File: src/rtl/ps2_keycode_ctrl.sv
// PS/2 receiver: filtered clock, framing FSM, keycode history and key events.
// Optional PS2_TYPEMATIC_FILTER_EN suppresses auto-repeat make codes.
module ps2_keycode_ctrl #(
   parameter int FILTER_LEN     = 8,
   parameter int TIMEOUT_CYCLES = 100000
) (
   input  logic        clk,
   input  logic        reset,
   input  logic        ps2_clk,
   input  logic        ps2_data,
   output logic [31:0] keycode,
   output logic [7:0]  scancode,
   output logic        byte_valid,
   output logic        key_press,
   output logic        key_release,
   output logic        extended,
   output logic        frame_err,
   output logic        busy
);
   localparam int TW = $clog2(TIMEOUT_CYCLES);

   typedef enum logic [1:0] {IDLE, DATA, PARITY, STOP} state_t;
   state_t state, state_nx;

   logic [1:0]            clk_sync;
   logic [1:0]            dat_sync;
   logic [FILTER_LEN-1:0] clk_hist;
   logic                  clk_filt;
   logic                  fall_edge;
   logic                  all_lo;
   logic                  all_hi;
   logic [TW-1:0]         to_cnt;
   logic [2:0]            bit_cnt;
   logic [7:0]            shreg;
   logic                  par_bit;
   logic                  tmo;
   logic                  stop_hit;
   logic                  frame_good;
   logic                  frame_bad;
   logic                  ext_pend;
   logic                  brk_pend;
   logic                  is_e0;
   logic                  is_f0;
`ifdef PS2_TYPEMATIC_FILTER_EN
   logic                  held_v;
   logic                  held_ext;
   logic [7:0]            held_code;
   logic                  held_hit;
`endif

   assign all_lo    = (clk_hist == '0);
   assign all_hi    = (&clk_hist);
   // fall_edge fires in the same cycle the filter window becomes all-low
   assign fall_edge = clk_filt & all_lo;
   assign busy      = (state != IDLE);

   always_ff @(posedge clk or posedge reset) begin
      if (reset) begin
         clk_sync <= 2'b11;
         dat_sync <= 2'b11;
         clk_hist <= '1;
         clk_filt <= 1'b1;
      end else begin
         clk_sync <= {clk_sync[0], ps2_clk};
         dat_sync <= {dat_sync[0], ps2_data};
         clk_hist <= {clk_hist[FILTER_LEN-2:0], clk_sync[1]};
         if (all_lo) clk_filt <= 1'b0;
         else if (all_hi) clk_filt <= 1'b1;
      end
   end

   always_ff @(posedge clk or posedge reset) begin
      if (reset) state <= IDLE;
      else       state <= state_nx;
   end

   always_comb begin
      state_nx = state;
      tmo      = 1'b0;
      if (state != IDLE && !fall_edge &&
          to_cnt == TW'(TIMEOUT_CYCLES - 1)) begin
         tmo      = 1'b1;
         state_nx = IDLE;
      end else if (fall_edge) begin
         case (state)
            IDLE:    if (!dat_sync[1]) state_nx = DATA;
            DATA:    if (bit_cnt == 3'd7) state_nx = PARITY;
            PARITY:  state_nx = STOP;
            STOP:    state_nx = IDLE;
            default: state_nx = IDLE;
         endcase
      end
   end

   assign stop_hit   = fall_edge && (state == STOP);
   assign frame_good = stop_hit && dat_sync[1] && (^{shreg, par_bit});
   assign frame_bad  = stop_hit && !frame_good;
   assign is_e0      = (shreg == 8'hE0);
   assign is_f0      = (shreg == 8'hF0);
`ifdef PS2_TYPEMATIC_FILTER_EN
   assign held_hit   = held_v && held_code == shreg && held_ext == ext_pend;
`endif

   always_ff @(posedge clk or posedge reset) begin
      if (reset) begin
         to_cnt      <= '0;
         bit_cnt     <= '0;
         shreg       <= '0;
         par_bit     <= 1'b0;
      end else begin
         if (state == IDLE || fall_edge) to_cnt <= '0;
         else                            to_cnt <= to_cnt + 1'b1;
         if (fall_edge) begin
            case (state)
               IDLE: bit_cnt <= '0;
               DATA: begin
                  shreg   <= {dat_sync[1], shreg[7:1]};
                  bit_cnt <= bit_cnt + 1'b1;
               end
               PARITY:  par_bit <= dat_sync[1];
               default: ;
            endcase
         end
      end
   end

   always_ff @(posedge clk or posedge reset) begin
      if (reset) begin
         keycode     <= '0;
         scancode    <= '0;
         extended    <= 1'b0;
         byte_valid  <= 1'b0;
         key_press   <= 1'b0;
         key_release <= 1'b0;
         frame_err   <= 1'b0;
         ext_pend    <= 1'b0;
         brk_pend    <= 1'b0;
`ifdef PS2_TYPEMATIC_FILTER_EN
         held_v      <= 1'b0;
         held_ext    <= 1'b0;
         held_code   <= '0;
`endif
      end else begin
         byte_valid  <= 1'b0;
         key_press   <= 1'b0;
         key_release <= 1'b0;
         frame_err   <= tmo | frame_bad;
         if (frame_good) begin
            byte_valid <= 1'b1;
            keycode    <= {keycode[23:0], shreg};
            unique case (1'b1)
               is_e0: ext_pend <= 1'b1;
               is_f0: brk_pend <= 1'b1;
               default: begin
                  scancode <= shreg;
                  extended <= ext_pend;
                  ext_pend <= 1'b0;
                  brk_pend <= 1'b0;
                  if (brk_pend) begin
                     key_release <= 1'b1;
`ifdef PS2_TYPEMATIC_FILTER_EN
                     if (held_hit) held_v <= 1'b0;
`endif
                  end else begin
`ifdef PS2_TYPEMATIC_FILTER_EN
                     key_press <= !held_hit;
                     held_v    <= 1'b1;
                     held_ext  <= ext_pend;
                     held_code <= shreg;
`else
                     key_press <= 1'b1;
`endif
                  end
               end
            endcase
         end
      end
   end
endmodule

File: config.mk
export PLATFORM = sky130hd
export DESIGN_NAME = ps2_keycode_ctrl
export DESIGN_NICKNAME = d
export VERILOG_FILES = /design/src/rtl/ps2_keycode_ctrl.sv
export SDC_FILE = /design/constraint.sdc
export NUM_CORES = 1
export LEC_CHECK = 0
export CAP_MARGIN = 20
export CORE_MARGIN = 4
export CORE_UTILIZATION = 55
export DETAILED_ROUTE_END_ITERATION = 8
export HOLD_SLACK_MARGIN = 0.02
export PLACE_DENSITY = 0.8
export SYNTH_ARGS = -nofsm -noshare
export SYNTH_HDL_FRONTEND = slang
export SYNTH_SLANG_ARGS = --single-unit
File: constraint.sdc
create_clock -name clk -period 7.3 [get_ports clk]
set_input_delay 1.095 -clock clk [delete_from_list [all_inputs] [get_ports clk]]
set_output_delay 1.095 -clock clk [all_outputs]
set_load 0.02 [all_outputs]
-- Yosys cells after proc, flatten, opt, wreduce, memory -nomap -nowiden
Index checks and enable logic that the tools add are counted.
- add/sub/neg operators: 2
- equal/unequal tests: 9
- multiplexer cells: 19
- bitwise gates (word level): 5
- reduce and logical (&&, ||, !) cells: 25
- operator list (kind ; number):
    adder 17 x 1 -> 17 bit (second input constant) ; 1
    == test 17 bit (second input constant) ; 1
    2-to-1 mux 17 bit ; 1
    == test 8 bit (second input constant) ; 2
    AND reduction 2 bit ; 6
    2-to-1 mux 1 bit ; 10
    XOR reduction 9 bit ; 1
    logical NOT 8 bit ; 1
    2-to-1 mux 2 bit ; 4
    case mux 2 bit (4 select lines) ; 1
    AND reduction 8 bit ; 1
    nonzero test 2 bit ; 4
    logical AND 1 bit ; 6
    inequality test 3 bit (second input constant) ; 2
    case mux 3 bit (2 select lines) ; 1
    == test 2 bit (second input constant) ; 2
    case mux 1 bit (2 select lines) ; 2
    adder 3 x 1 -> 3 bit (second input constant) ; 1
    == test 3 bit (second input constant) ; 1
    NOT 1 bit ; 3
    AND reduction 3 bit ; 1
    == test 2 x 1 -> 1 bit (second input constant) ; 1
    logical NOT 1 bit ; 2
    logical NOT 2 bit ; 1
    other kinds (4) ; 4
- flip-flop bits (word level): 91
- input port bits: 4
- output and inout port bits: 46

-- Logic depth before layout (Yosys ltp)
Gate-level depths: netlist of run 1.
- word-level depth: 8
- mapped depth: 7
- gate-level depth less buffers: 7

-- Worst setup path before layout of run 1
OpenSTA, ideal clock, no wires.
- kind: flip-flop to flip-flop
- start: register shreg[6]
- end: register extended
- library setup time: 0.125 ns
- data arrival time: 2.008 ns
- setup slack: 5.167 ns
- stages on the path, launching flop included: 6
- path buffers: 0
- period minus slack after synthesis: 2.133 ns
- cells stage by stage: dfrtp_1 xnor2_1 xnor2_1 xnor3_2 nor3b_4 mux2_2
- word-level cells in the longest chain between the ends: 4
- RTL lines (element ; RTL line ; text):
    start, declared ; 34 ; logic [7:0] shreg;
    start signal, assigned ; 117 ; shreg <= {dat_sync[1], shreg[7:1]};
    == test 8 bit, on equally long branches ; 98, 99 ;
    OR reduction 2 bit (no line) ; - ;
    NOT 1 bit (no line) ; - ;
    AND reduction 2 bit (no line) (*) ; - ;
    end signal, assigned ; 156 ; extended <= ext_pend;
    end, declared ; 16 ; output logic extended,
Mark *: on every way between the ends. The rest lies on a longest branch, timed or not.
A chain may end at the register's enable or synchronous reset.

-- Final worst setup path of run 1
- start: register state[0]
- end: output port busy
- word-level cells in the longest chain between the ends: 1
- RTL lines (element ; RTL line ; text):
    start, declared ; 23 ; state_t state, state_nx;
    start signal, assigned ; 74 ; else state <= state_nx;
    nonzero test 2 bit ; 55 ; assign busy = (state != IDLE);
    end, declared ; 18 ; output logic busy
No other way between the ends.

==> results of run 1 <==
## final timing paths
path                                      endpoint  slack [ps]  cells after the start
max                                           busy        4400                      4
min                          dat_sync[1]$_DFF_PP1_         360                      0
max reg2reg                 keycode[8]$_DFFE_PP0P_        4690                      6
min reg2reg                  dat_sync[1]$_DFF_PP1_         360                      0
max in group asynchronous    clk_hist[1]$_DFF_PP1_        5450                      4
min in group asynchronous  keycode[16]$_DFFE_PP0P_        1170                      3
## synthesized netlist by cell type (3+ instances only)
cell      number  area [um2]
ha_1           8         100
nor4_1         3        18.8
nor2_1        21        78.8
or3_1          3        18.8
xor2_1         5        43.8
dfrtp_1       78        1950
clkbuf_1       4        15.0
mux2_2        42         473
and3_1         6        37.5
inv_1         12        45.0
a21oi_1        4        20.0
buf_4          3        22.5
nand2_1       16        60.1
nand3_1        6        30.0
nand4_1        8        50.1
dfstp_2       13         342
nor3_1         6        30.0
o21ai_0       13        65.1
xnor2_1       14         123
## final cells by class
type                       instances  share of cell area
clock inverter                     6              0.0195
clock buffer                      10              0.0302
tap                               77              0.0211
timing repair buffer              52               0.117
sequential                        91               0.503
multi-input combinational        178               0.299
inverter                          12              0.0102
## per-layer routing
layer | wire [um] | GRT usage | vias up | share of wire
li1 | - | - | 1120 | -
met1 | 2920 | 0.213 | 1146 | 0.46
met2 | 3060 | 0.271 | 50 | 0.48
met3 | 281 | 0.0475 | 11 | 0.044
met4 | 120 | 0.0778 | 0 | 0.019
met5 | 0 | 0 | - | 0
## layout by cell type, fill, tap and decap left out, types with 3 or more instances in the layout
master,instances
nor2_1,21
dfrtp_1,78
mux2_2,42
dfstp_2,13
xor2_1,5
and3_1,6
nand2_1,16
xnor2_1,14
clkdlybuf4s50_1,49
inv_1,11
nor3_1,6
a21oi_1,4
clkbuf_8,10
or3_1,3
o21ai_0,13
ha_1,8
nand3_1,6
nand4_1,8
nor4_1,3
## power by group through the flow
stage	Sequential, uW	Clock (uW)	Combinational, uW
2_1_floorplan	523	0	9.52
3_3_place_gp	523	0	14.4
3_5_place_dp	524	0	14.7
4_1_cts	514	384	14.7
5_1_grt	515	407	18.5
6_report	514	375	15.8
## sequential cells by signal (all words and copies together), names as in the netlist, 2 cells and up
register,flops
keycode,32
to_cnt,17
clk_hist,8
scancode,8
shreg,8
bit_cnt,3
clk_sync,2
dat_sync,2
state,2
## stage by stage
stage                     std cells  power (uW)  hold WS (ps)  utilization
after floorplan                 288         532           345            -
after global placement          409         538           348        0.666
after detailed placement        409         538           348        0.666
after CTS                       425         913           362        0.701
after global routing            426         940           364        0.706
final                           426         905           360        0.706
## kinds of logic after synthesis
family | Yosys count | share of synthesized area
DFF | 91 | 0.614
and+or+nand+nor | 79 | 0.109
muxes | 44 | 0.133
AOI/OAI and AO/OA | 27 | 0.0449
xor gates and xnor gates | 20 | 0.0509
buffers and inverters | 19 | 0.0221
adders and majority gates | 8 | 0.0268
==> results.md, run 1 <==
- Outcome: completed
- Clk sinks: 91
- Clock Path Buffers: 2
- CP startpoint: state[0]$_DFFE_PP0P_
- DRT iter0 DRCs: 68
- Area Overhead vs Synth: 21.9%
- CTS clock-pin slew for the worst setup and hold paths: 90 ps
- GPL Wtd Cong: between 0.8 and 0.9
- Crit-path cells: inv_1 -> ha_1 -> inv_1 -> clkdlybuf4s50_1
- Drt pass-1 iters: 4
- Crit-path most repeated cell: inv_1
- Seq pwr share: 0.568
- Nets: 356
- CP endpoint kind: output pin
- ANT nets after route: 0
- Switch Pwr: 187 uW
- Final hold violation count: 0
- Post-Syn Area per Cell: about 13 um2
- Routed wire length: approximately 6400 um
- Dominant synthesized flop cell: dfrtp_1
- Grt total ovfl: 0
- Area after DPL: 4300 um2
- Startpoint types: register
- Synth cell types: 36
- Largest net degree at the start of global routing: 92
- # diodes: 0
- Crit-path max cell delay: 600 ps
- Power density over cell area: ~200 nW/um2
- Hold buffer count at CTS: 0
- Reg2Reg Launch Point: clk_hist[5]$_DFF_PP1_
- Post-synthesis sequential area ratio: 0.614
- Max IR drop VDD: 0.000155 V
- Slew Viols, Final: 0
- Pre-CTS setup slack: between 4000 and 5000 ps
- Cells after Synth: 288
- Filler Cell Count: 437
- Yosys reg bits: 91
- First-pass GRT wire length: 11200 um
- Via count: 2327
- Row count: 29
- Critical path's top delay family: buffers and inverters
- Clock share of power: 0.414
- Final Cell Area: 4560 um2
- Ports: 50
- Via-to-Cell Ratio: 5.46
- Worst Path Buf+Inv: 3
- Area of the multi-input gates: between 1000 and 1500 um2
- CP max FO: 5
- Hold path startpoint: dat_sync[0]$_DFF_PP1_
- Setup TNS: 0 ps
- Hold Path Class: register to register
- Post-synth EDFFs: 0
- CTS tree: done
- Sequential cell area: about 2300 um2
- Die X: 90.4 um
- Avg WL per Cell: 15.0 um
- Die area: 8180 um2
- # Post-CTS Setup Buffers: 0
- Max-cap check violation count: 0
- CTS buffer count: 9
- Worst-Skew Late Latency: 360 ps
- Final Cycle Share: 0.397
- Post-DP HPWL: 4360 um
- Worst relative slew slack: 0.650
- Mapped Nets: 300
- RSZ-0062 raised after global routing: no
- Clk_skew: 12.4 ps
- Initial antenna violation count: 0
- Vias in the first global route: 2408
- Comb pwr share: 0.017
- WP data required: 6200 ps
- Initial core utilization: 0.579
- Post-Syn Area: 3740 um2
- GRT Util Overall: 0.169
- CTS Root Cell: clkbuf_8
- Ys async rst share: 1.00
- Core area: 6460 um2
- Worst EP arrival: 1800 ps
- Pint: 717 uW
- Highest clock rate: roughly 350 MHz
- Crit path kind: register to output pin
- DR DRC count: 0
- Tmin final: 2900 ps
- Switching Fraction: 0.207
- Post-CTS sizing: 0
- Final setup viols: 0
- # port buffers: 49
- Least-Margin Pin Slew: approximately 530 ps
- Critical Path Slowest Stage Cell: clkdlybuf4s50_1
- Share of layout cells above drive strength 1: 0.226
- LEAKAGE: 0.00203 uW
- Die Span Y: around 90 um
- Ys Warns: 0
- Htree depth: 3
- Final WS setup: 4400 ps
(Power assumes the default switching activity.)
==> run 2: changes to the inputs <==
--- a/config.mk
+++ b/config.mk
@@ -7,10 +7,10 @@
 export LEC_CHECK = 0
 export CAP_MARGIN = 20
 export CORE_MARGIN = 4
-export CORE_UTILIZATION = 55
+export CORE_UTILIZATION = 49
 export DETAILED_ROUTE_END_ITERATION = 8
 export HOLD_SLACK_MARGIN = 0.02
-export PLACE_DENSITY = 0.8
+export PLACE_DENSITY = 0.75
 export SYNTH_ARGS = -nofsm -noshare
 export SYNTH_HDL_FRONTEND = slang
 export SYNTH_SLANG_ARGS = --single-unit
==> constraint.sdc (replaced) <==
create_clock -name clk -period 2.6 [get_ports clk]
set_input_delay 0.39 -clock clk [delete_from_list [all_inputs] [get_ports clk]]
set_output_delay 0.39 -clock clk [all_outputs]
set_load 0.02 [all_outputs]
==> results.md, run 2 (synthesis gave the netlist of run 1 again) <==
- Outcome: completed
- Hold Path Class: register to register
- Worst EP arrival: 2600 ps (+800 ps)
- Final hold violation count: 0 (unchanged)
- CTS clock-pin slew for the worst setup and hold paths: 80 ps (about the same)
- Routed wire length: 6360 um (-0.30%)
- Initial antenna violation count: 0 (unchanged)
- Die area: 9090 um2 (+11%)
- Worst-Skew Late Latency: 360 ps (about the same)
- Highest clock rate: about 420 MHz
- DRT iter0 DRCs: 75 (+10%)
- Setup TNS: 0 ps (unchanged)
- Share of layout cells above drive strength 1: 0.234 (+0.00726)
- CTS tree: done
- LEAKAGE: 0.00203 uW (+0.21%)
- # Post-CTS Setup Buffers: 0 (unchanged)
- Hold buffer count at CTS: 0 (unchanged)
- Crit path kind: register to register
- Top flop regs: keycode (32), to_cnt (17)
- Grt total ovfl: 0 (unchanged)
- Largest Register: keycode
- Htree depth: 3 (unchanged)
- GRT Util Overall: 0.162 (-0.00692)
- Row count: 31 (+6.9%)
- CTS buffer count: 9 (unchanged)
- Most frequent cells in the layout: dfrtp_1, clkdlybuf4s50_1, mux2_2, nor2_1, nand2_1
- # port buffers: 49 (unchanged)
- Drt pass-1 iters: 4 (unchanged)
- CTS Root Cell: clkbuf_8
- Area after DPL: 4380 um2 (+1.8%)
- Clock Path Buffers: 2 (unchanged)
- Area Overhead vs Synth: 23.3%
- GPL Wtd Cong: 0.824 (+2.3%)
- Max IR drop VDD: 0.000333 V (+120%)
- WP data required: 2850 ps (-3350 ps)
- First-pass GRT wire length: 11300 um (+1.2%)
- Largest net degree at the start of global routing: 32 (-65%)
- Tmin final: ~2400 ps
- Final Cell Area: 4610 um2 (+1.1%)
- Commonest non-fill, non-tap cell in the layout: dfrtp_1
- Hold path startpoint: dat_sync[0]$_DFF_PP1_
- ANT nets after route: 0 (unchanged)
- Die Span Y: 95.3 um (+5.4%)
- Die X: 95.3 um (+5.4%)
- Power density over cell area: 552 nW/um2 (+180%)
- Startpoint types: register
- CP endpoint kind: register
- Via count: 2349 (+0.95%)
- Filler Cell Count: 590 (+35%)
- Least-Margin Pin Slew: 639 ps (+114 ps)
- Via-to-Cell Ratio: 5.22 (-4.4%)
- CP startpoint: shreg[5]$_DFFE_PP0P_
- Slew Viols, Final: 0 (unchanged)
- Worst relative slew slack: 0.573 (-0.0770)
- Final Cycle Share: 0.907
- Vias in the first global route: 2355 (-2.2%)
- CP max FO: 10 (+5)
- Clk sinks: 91 (unchanged)
- Post-DP HPWL: 4520 um (+3.5%)
- Reg2Reg Launch Point: shreg[5]$_DFFE_PP0P_
- Initial core utilization: 0.510 (-0.0688)
- Nets: 358 (+0.56%)
- Avg WL per Cell: 14.1 um (-5.6%)
- Final setup viols: 0 (unchanged)
- # diodes: 0 (unchanged)
- DR DRC count: 0 (unchanged)
- Ports: 50 (unchanged)
- Core area: 7330 um2 (+14%)
- Clk_skew: 11.5 ps (-0.884 ps)
- Post-Route Utilization: 0.628 (-0.0771)
- Post-CTS sizing: 0 (unchanged)
- Largest register FFs: 32 (unchanged)
- RSZ-0062 raised after global routing: no
- Max-cap check violation count: 0 (unchanged)
run 2: changes by cell type in the layout (fill, tap and decap cells not counted):
cell / change
clkinvlp_4: +2
buf_12: +2
buf_4: +1
clkinv_1: -1
buf_16: -1
clkinv_4: -1
run 2: final timing paths:
path | end | slack (ps) | depth (start not counted)
setup reg to reg | scancode[3]$_DFFE_PP0P_ | 240 | 5
setup / recovery | scancode[3]$_DFFE_PP0P_ | 240 | 5
max in group asynchronous | clk_hist[0]$_DFF_PP1_ | 1420 | 3
hold reg to reg | dat_sync[1]$_DFF_PP1_ | 360 | 0
min in group asynchronous | keycode[25]$_DFFE_PP0P_ | 470 | 2
hold / removal | dat_sync[1]$_DFF_PP1_ | 360 | 0
run 2: cell type report:
type                       instances  area, um2  area share
sequential                        91       2290       0.498
multi-input combinational        178       1360       0.295
timing repair buffer              54        553       0.120
clock buffer                      10        138      0.0299
tap                               99        124      0.0269
clock inverter                     6       88.8      0.0193
inverter                          12       48.8      0.0106
run 2: per-stage QoR:
step / cells / setup WS [ps] / total power [uW] / hold WS, ps
floorplan: 288 / 467 / 1490 / 345
global placement: 434 / 312 / 1520 / 346
finish: 450 / 243 / 2540 / 358
global route: 450 / 122 / 2660 / 360
detailed placement: 434 / 248 / 1520 / 347
CTS: 450 / 209 / 2580 / 359
run 2: report_power, final:
group | internal (uW) | switching, uW | leakage (uW)
Clock | 567 | 490 | 0.000108
Sequential | 1430 | 7.76 | 0.00123
Combinational | 12.3 | 32.0 | 0.000697
Total | 2010 | 530 | 0.00203
run 2: per-layer routing:
layer,vias up,global-route usage,wire [um]
li1,1123,-,-
met1,1159,0.203,2950
met2,60,0.263,2970
met3,7,0.0529,368
met4,0,0.0577,72
met5,-,0,0
run 2: worst max-delay path, stage by stage (launching register included):
cell	delay, ps
dfrtp_1	450
xnor2_1	170
xnor2_1	280
xnor3_2	510
nor3b_4	440
mux2_2	390
==> run 3: changes to the inputs <==
--- a/config.mk
+++ b/config.mk
@@ -7,10 +7,9 @@
 export LEC_CHECK = 0
 export CAP_MARGIN = 20
 export CORE_MARGIN = 4
-export CORE_UTILIZATION = 49
+export CORE_UTILIZATION = 40
 export DETAILED_ROUTE_END_ITERATION = 8
 export HOLD_SLACK_MARGIN = 0.02
-export PLACE_DENSITY = 0.75
 export SYNTH_ARGS = -nofsm -noshare
 export SYNTH_HDL_FRONTEND = slang
 export SYNTH_SLANG_ARGS = --single-unit
==> results.md, run 3 (synthesis gave the netlist of run 1 again) <==
- Max-cap check violation count: 0 (unchanged)
- Final hold violation count: 0 (unchanged)
- Total Power: 2440 uW (-3.9%)
- Largest register FFs: 32 (unchanged)
- Grt met2 use: 0.196 (-0.0669)
- Seq pwr share: 0.590 (+0.023)
- Grt total ovfl: 0 (unchanged)
- Largest net degree at the start of global routing: 47 (+47%)
- Area after DPL: 4400 um2 (+0.34%)
- Die Span Y: 105 um (+9.8%)
- GRT Util Overall: 0.127 (-0.0350)
- Initial antenna violation count: 0 (unchanged)
- # diodes: 0 (unchanged)
- Via-to-Cell Ratio: 5.08 (-2.6%)
- Routed wire length: 6580 um (+3.4%)
- Outcome: completed
- Drt pass-1 iters: 4 (unchanged)
- Ports: 50 (unchanged)
- RSZ-0062 raised after global routing: no
- Highest clock rate: 427 MHz (+0.63%)
- Pint: 1900 uW (-5.9%)
- Vias in the first global route: 2396 (+1.7%)
- Startpoint types: register
- Power density over cell area: 532 nW/um2 (-3.7%)
- Htree depth: 3 (unchanged)
- Tmin final: 2340 ps (-14.7 ps)
- Final Cell Area: 4590 um2 (-0.30%)
- CP max FO: 10 (unchanged)
- Clock Path Buffers: 2 (unchanged)
- Initial core utilization: 0.408 (-0.101)
- Filler Cell Count: 826 (+40%)
- WP data required: 2830 ps (-20 ps)
- Reg2Reg Depth: 5 (unchanged)
- Clk_skew: 15.8 ps (+4.28 ps)
- CP endpoint kind: register
- CTS buffer count: 9 (unchanged)
- Area Overhead vs Synth: 22.9%
- GR Layer Usage met3: 0.0241 (-0.0288)
- Reg-to-Reg End: scancode[6]$_DFFE_PP0P_
- WHS Path Cells: 0 (unchanged)
- Worst relative slew slack: 0.668 (+0.0954)
- CTS clock-pin slew for the worst setup and hold paths: 80 ps (about the same)
- Most frequent cells in the layout: dfrtp_1, clkdlybuf4s50_1, mux2_2, nor2_1, nand2_1
- Nets: 358 (unchanged)
- Hold buffer count at CTS: 0 (unchanged)
- Commonest non-fill, non-tap cell in the layout: dfrtp_1
- Via count: 2348 (-0.043%)
- CTS Root Cell: clkbuf_8
- Post-Route Utilization: 0.502 (-0.127)
- Max IR drop VDD: 0.000237 V (-29%)
- Share of layout cells above drive strength 1: 0.234 (unchanged)
- Pre-CTS setup slack: 246 ps (-1.37 ps)
- Hold Path Class: register to register
- Area of the multi-input gates: 1360 um2 (unchanged)
- Clk sinks: 91 (unchanged)
- Reg2Reg Launch Point: shreg[4]$_DFFE_PP0P_
- ANT nets after route: 0 (unchanged)
- Setup TNS: 0 ps (unchanged)
- GRT met1 Usage: 0.178 (-0.0257)
- Largest Register: keycode
- GPL Wtd Cong: 0.753 (-8.6%)
- Least-Margin Pin Slew: 496 ps (-143 ps)
- Die X: 105 um (+9.8%)
- Die area: 11000 um2 (+21%)
- First-pass GRT wire length: 11500 um (+1.4%)
- Slew Viols, Final: 0 (unchanged)
- Worst EP arrival: 2580 ps (-20 ps)
- # port buffers: 49 (unchanged)
- DR DRC count: 0 (unchanged)
- Hold path startpoint: dat_sync[0]$_DFF_PP1_
- # Post-CTS Setup Buffers: 0 (unchanged)
- Reg2Reg Setup Slack: 260 ps (about the same)
- Avg WL per Cell: 14.2 um (+0.69%)
- Final setup viols: 0 (unchanged)
- Final Cycle Share: 0.901 (-0.00564)
- Post-DP HPWL: 4590 um (+1.6%)
- Clock share of power: 0.392 (-0.024)
- Final WS setup: 257 ps (+14.7 ps)
- DRT iter0 DRCs: 42 (-44%)
- Sequential cell area: 2290 um2 (unchanged)
- Switching Fraction: 0.224 (+0.0158)
- Top flop regs: keycode (32), to_cnt (17)
- Most crowded layer after global routing: met2
- Row count: 35 (+13%)
- Hold Path End: dat_sync[1]$_DFF_PP1_
- Comb pwr share: 0.018 (about the same)
- Post-CTS sizing: 0 (unchanged)
- Crit path kind: register to register
- Switch Pwr: 548 uW (+3.4%)
- Core area: 9150 um2 (+25%)
- CTS tree: done
- LEAKAGE: 0.00202 uW (-0.39%)
- Worst-Skew Late Latency: 350 ps (about the same)
## run 3: final cells by class
class,instances,area share
Multi-Input combinational cell,178,0.296
Tap cell,111,0.0302
Clock buffer,9,0.0270
Timing Repair Buffer,54,0.120
Inverter,12,0.0106
Sequential cell,91,0.499
Clock inverter,7,0.0161
## run 3: routing by layer
layer | vias to the layer above | wire length, um
met3 | 10 | 263
met1 | 1171 | 3200
li1 | 1117 | -
met2 | 50 | 3000
met5 | - | 0
met4 | 0 | 113
## run 3: worst max-delay path by stage
stage / slack [ps] / end / cells after the start / from
finish: 260 / scancode[6]$_DFFE_PP0P_ / 5 / shreg[4]$_DFFE_PP0P_
global placement: 300 / scancode[5]$_DFFE_PP0P_ / 5 / shreg[6]$_DFFE_PP0P_
detailed placement: 250 / scancode[2]$_DFFE_PP0P_ / 5 / shreg[4]$_DFFE_PP0P_
floorplan: 470 / extended$_DFFE_PP0P_ / 5 / shreg[6]$_DFFE_PP0P_
CTS: 230 / scancode[6]$_DFFE_PP0P_ / 5 / shreg[4]$_DFFE_PP0P_
global route: 130 / scancode[4]$_DFFE_PP0P_ / 5 / shreg[4]$_DFFE_PP0P_
## run 3: power groups by stage
stage | Sequential (uW) | Combinational, uW | Clock, uW
2_1_floorplan | 1470 | 27.1 | 0
3_3_place_gp | 1470 | 46.1 | 0
3_5_place_dp | 1470 | 47.2 | 0
4_1_cts | 1440 | 47.3 | 991
5_1_grt | 1440 | 52.7 | 1050
6_report | 1440 | 43.9 | 957
## run 3: worst max-delay path, cell delays in order (launching register included)
cell and delay, ps:
dfrtp_1 450, xnor2_1 180, xnor2_1 280, xnor3_2 520, nor3b_4 430, mux2_2 380
## run 3: per-stage QoR
stage | hold WS, ps | std cells
4_1_cts | 362 | 462
3_3_place_gp | 346 | 446
3_5_place_dp | 347 | 446
6_report | 360 | 462
5_1_grt | 367 | 462
2_1_floorplan | 345 | 288
